==> src/rtl/nand_exerciser.sv <==
// Stimulus/check engine for a 2-input NAND gate: walks {A,B} through 0..3 and
// records per-vector mismatches. Define NAND_EXERCISER_SYNC_EN to synchronize gate_y.
module nand_exerciser #(
  parameter int unsigned SETTLE_CYCLES = 4
) (
  input  logic       clk,
  input  logic       rst_n,
  input  logic       start,
  output logic       gate_a,
  output logic       gate_b,
  input  logic       gate_y,
  output logic       busy,
  output logic       done,
  output logic       pass,
  output logic [2:0] err_count,
  output logic [3:0] fail_vec
);

  localparam logic [1:0] S_IDLE   = 2'd0;
  localparam logic [1:0] S_SETTLE = 2'd1;
  localparam logic [1:0] S_SAMPLE = 2'd2;
  localparam logic [1:0] S_DONE   = 2'd3;
  localparam logic [3:0] SETTLE_LAST = 4'(SETTLE_CYCLES);

  logic [1:0] state_q, state_d;
  logic [1:0] vec_q, vec_d;
  logic [3:0] cnt_q, cnt_d;
  logic [2:0] err_q, err_d;
  logic [3:0] fail_q, fail_d;
  logic       y_cmp;
  logic       exp_y;

`ifdef NAND_EXERCISER_SYNC_EN
  // Two-flop synchronizer; the settle window already covers its latency.
  logic [1:0] sync_q;
  always_ff @(posedge clk or negedge rst_n) begin
    if (!rst_n) sync_q <= 2'b00;
    else        sync_q <= {sync_q[0], gate_y};
  end
  assign y_cmp = sync_q[1];
`else
  assign y_cmp = gate_y;
`endif

  assign exp_y = ~(vec_q[1] & vec_q[0]);

  always_comb begin
    state_d = state_q;
    vec_d   = vec_q;
    cnt_d   = cnt_q;
    err_d   = err_q;
    fail_d  = fail_q;
    case (state_q)
      S_IDLE, S_DONE: begin
        if (start) begin
          state_d = S_SETTLE;
          vec_d   = 2'd0;
          cnt_d   = 4'd0;
          err_d   = 3'd0;
          fail_d  = 4'd0;
        end
      end
      S_SETTLE: begin
        cnt_d = cnt_q + 4'd1;
        if (cnt_d == SETTLE_LAST) state_d = S_SAMPLE;
      end
      default: begin
        // Only four samples per run, so err_count tops out at 4 by construction.
        if (y_cmp != exp_y) begin
          err_d          = err_q + 3'd1;
          fail_d[vec_q]  = 1'b1;
        end
        if (vec_q == 2'd3) begin
          state_d = S_DONE;
        end else begin
          vec_d   = vec_q + 2'd1;
          cnt_d   = 4'd0;
          state_d = S_SETTLE;
        end
      end
    endcase
  end

  always_ff @(posedge clk or negedge rst_n) begin
    if (!rst_n) begin
      state_q <= S_IDLE;
      vec_q   <= 2'd0;
      cnt_q   <= 4'd0;
      err_q   <= 3'd0;
      fail_q  <= 4'd0;
    end else begin
      state_q <= state_d;
      vec_q   <= vec_d;
      cnt_q   <= cnt_d;
      err_q   <= err_d;
      fail_q  <= fail_d;
    end
  end

  assign gate_a    = vec_q[1];
  assign gate_b    = vec_q[0];
  assign busy      = (state_q == S_SETTLE) || (state_q == S_SAMPLE);
  assign done      = (state_q == S_DONE);
  assign pass      = done && (err_q == 3'd0);
  assign err_count = err_q;
  assign fail_vec  = fail_q;

endmodule
==> config.mk <==
export PLATFORM = sky130hd
export DESIGN_NAME = nand_exerciser
export DESIGN_NICKNAME = d
export VERILOG_FILES = /design/src/rtl/nand_exerciser.sv
export SDC_FILE = /design/constraint.sdc
export NUM_CORES = 1
export LEC_CHECK = 0
export CAP_MARGIN = 20
export CORE_ASPECT_RATIO = 1.25
export CORE_MARGIN = 10
export CORE_UTILIZATION = 50
export CTS_BUF_LIST = sky130_fd_sc_hd__clkbuf_16
export DETAILED_ROUTE_END_ITERATION = 10
export GPL_TIMING_DRIVEN = 0
export PLACE_DENSITY_LB_ADDON = 0.1
export SYNTH_ARGS = -nofsm -noshare
export SYNTH_HDL_FRONTEND = slang
export SYNTH_SLANG_ARGS = --single-unit
==> constraint.sdc <==
create_clock -name clk -period 3.8 [get_ports clk]
set_input_delay 0.76 -clock clk [delete_from_list [all_inputs] [get_ports clk]]
set_output_delay 0.76 -clock clk [all_outputs]
set_load 0.01 [all_outputs]
==> results of run 1 <==
## layout by cell type (no fill, tap or decap)
cell type,n
nand3b_1,3
buf_2,3
nand2_1,2
clkdlybuf4s50_1,15
and3_1,1
nand3_1,3
a31oi_1,3
clkinv_2,1
a22oi_1,3
nand4_1,2
a221o_2,1
or4_1,1
nor3_1,1
or3b_1,1
clkbuf_16,3
o21ai_0,10
a221o_1,1
mux2i_1,4
nor2_1,7
inv_1,8
nor4b_1,1
ha_1,11
clkinv_1,1
buf_4,2
a21oi_2,1
nand2b_1,1
nor3b_1,1
a32oi_1,1
dfrtp_1,15
o311ai_0,3
xnor2_2,1
a21oi_1,7
nor2b_1,2
## per-layer routing
layer / global-route usage [%] / share of wire, % / up-vias
li1: - / - / 407
met1: 15.1 / 47 / 393
met2: 18.0 / 48 / 12
met3: 3.66 / 4.5 / 2
met4: 6.11 / 0.82 / 0
met5: 0 / 0 / -
## final timing paths
path,from,endpoint
worst max-delay path,state_q[0],busy
worst min-delay path,fail_vec[1],fail_vec[1]
worst max register to register,state_q[0],cnt_q[0]
worst min register to register,fail_vec[1],fail_vec[1]
max in group asynchronous,rst_n,err_count[1]
min in group asynchronous,rst_n,state_q[0]
## flip-flops by register name (all words and copies together), names as in the netlist
name and count:
vec_q 2, fail_vec 4, err_count 3, cnt_q 4
state_q 2
## logic make-up after synthesis
group                      count (synthesis)  synth area share, %
xor gates and xnor gates                   1                 1.68
DFF                                       15                 38.7
AOI/OAI and AO/OA                         30                 19.7
and+or+nand+nor                           26                 15.1
buffers and inverters                     14                 6.57
adders and majority gates                 11                 14.2
muxes                                      4                 4.12
## per-stage QoR
stage	hold WS (ps)	total power, mW
after floorplan	464	0.698
after global placement	522	0.913
after detailed placement	531	0.931
after CTS	546	1.15
after global routing	575	1.24
final	545	1.14
## cell type report
cell class,count,area [um2]
Tap cell,19,23.8
Buffer,5,30.0
Fill cell,147,583
Clock inverter,1,5.00
Clock buffer,3,75.1
Inverter,9,33.8
Multi-Input combinational cell,72,532
Timing Repair Buffer,15,150
Sequential cell,15,375
## power by group
part           total [mW]  internal [mW]  leakage (nW)  switching [mW]
Sequential          0.299          0.227         0.193          0.0721
Combinational       0.634          0.291         0.312           0.343
Clock               0.206          0.141        0.0409          0.0654
## critical path: stages, from the launching register on
cell and delay, ps:
dfrtp_1 390, inv_1 80, ha_1 310, buf_4 170
clkinv_1 220, clkdlybuf4s50_1 550
==> flow_metrics.env, run 1 <==
export IMPL_fin_area_um2=1220
export IMPL_synth_top_area_share_pct=38.7
export IMPL_place_ws_ps=1340
export IMPL_cts_sinks=15
export IMPL_whs_path_depth=2
export IMPL_worstSetupStartpointType="register"
export IMPL_drt_iter0_markers=37
export IMPL_ys_async_sr_fraction_pct=100
export IMPL_synth_area_um2=971
export IMPL_yosysMostFrequentCell="dfrtp_1"
export IMPL_viasPerCell=5.86
export IMPL_drc=0
export IMPL_vdd_drop_max_uv=516
export IMPL_worstHoldPathType="reg2reg"
export IMPL_yosysUniqueCellTypes=30
export IMPL_fin_tns_setup_ps=0
export IMPL_drt_total_wl_um=2310
export IMPL_htreeDepth=1
export IMPL_diodes=0
export IMPL_hpwlAfterDp_um=1630
export IMPL_dpl_cell_area_um2=1140
export IMPL_synth_seq_cells=15
export IMPL_hold_violations=0
export IMPL_setup_violations=0
export IMPL_synth_cells=101
export IMPL_drive_gt1_share_pct=10.0
export IMPL_grt_setup_unrepaired="no"
export IMPL_grtUsageTotal_pct=12.1
export IMPL_clk_pin_slew_ps=50
export IMPL_slew_headroom_pct=53.0
export IMPL_synth_seq_area_share_pct=38.7
export IMPL_grt_max_degree=16
export IMPL_final_max_slew_viol_count=0
export IMPL_hold_buffers=0
export IMPL_arrival_ps=1970
export IMPL_core_um2=1810
export IMPL_final_core_util_pct=67.8
export IMPL_clock_path_buffers=2
export IMPL_syn_avg_cell_area_um2=9.61
export IMPL_cts_buffers=3
export IMPL_post_cts_buffers=0
export IMPL_cts_repair_resized=0
export IMPL_io_buffers=15
export IMPL_placementRows=17
export IMPL_drv_cap=0
export IMPL_layout_nets=136
export IMPL_synth_top_area_cell="dfrtp_1"
export IMPL_synth_common_cells="dfrtp_1 (15), ha_1 (11), o21ai_0 (10)"
export IMPL_io_pins=16
export IMPL_start_util_pct=53.7
export IMPL_critPathCaptureType="output pin"
export IMPL_grt_overflow_total=0
export IMPL_yosys_warnings=0
export IMPL_fin_crit_ps=2730
export IMPL_die_area_um2=4120
export IMPL_die_w_um=59.4
export IMPL_syn_to_final_growth_pct=26.2
export IMPL_gp_congestion=0.776
export IMPL_grt_pass1_wl_um=4060
export IMPL_worst_endpoint_required_ps=3040
export IMPL_outcome="finished clean"
export IMPL_synth_ff_type="dfrtp_1"
export IMPL_clock_latency_ps=250
export IMPL_regToRegSetupSlack_ps=2130
export IMPL_fmax_mhz=366
export IMPL_path_class="reg2out"
export IMPL_clockRootBuffer="clkbuf_16"
export IMPL_first_global_vias=856
export IMPL_synth_area_top_cells="dfrtp_1 (39%), ha_1 (14%), o21ai_0 (5.2%)"
export IMPL_first_pass_iters=4
export IMPL_finalCritPeriodShare_pct=71.8
export IMPL_leakagePower_nw=0.546
export IMPL_synth_edff_count=0
export IMPL_reg2reg_depth=5
export IMPL_die_h_um=69.3
export IMPL_stdcell_count=139
export IMPL_syn_nets=116
export IMPL_layout_setup_ws_ps=1070
export IMPL_wl_per_cell_um=16.6
export IMPL_fin_worst_skew_ps=1.54
export IMPL_antenna_found_initial=0
export IMPL_cts_tree="built"
export IMPL_vias=814
export IMPL_ant_nets=0
export IMPL_p_per_area_nw_per_um2=930
export IMPL_dp_cells=135
export IMPL_worst_path_max_fanout=10
export IMPL_tightestPinTransition_ps=703
(Power assumes the default switching activity.)
==> inputs of run 2 (changes only) <==
==> constraint.sdc (replaced) <==
create_clock -name clk -period 2.8 [get_ports clk]
set_input_delay 0.56 -clock clk [delete_from_list [all_inputs] [get_ports clk]]
set_output_delay 0.56 -clock clk [all_outputs]
set_load 0.01 [all_outputs]
==> results of run 2 <==
Same layout as run 1 (identical final DEF). Status: finished clean.
Among the figures that moved: setup slack after placement 1340 ps -> 536 ps; setup slack after layout 1070 ps -> 271 ps; register-to-register setup slack 2130 ps -> 1130 ps; total power 1.14 mW -> 1.55 mW; worst IR drop on VDD 516 uV -> 700 uV
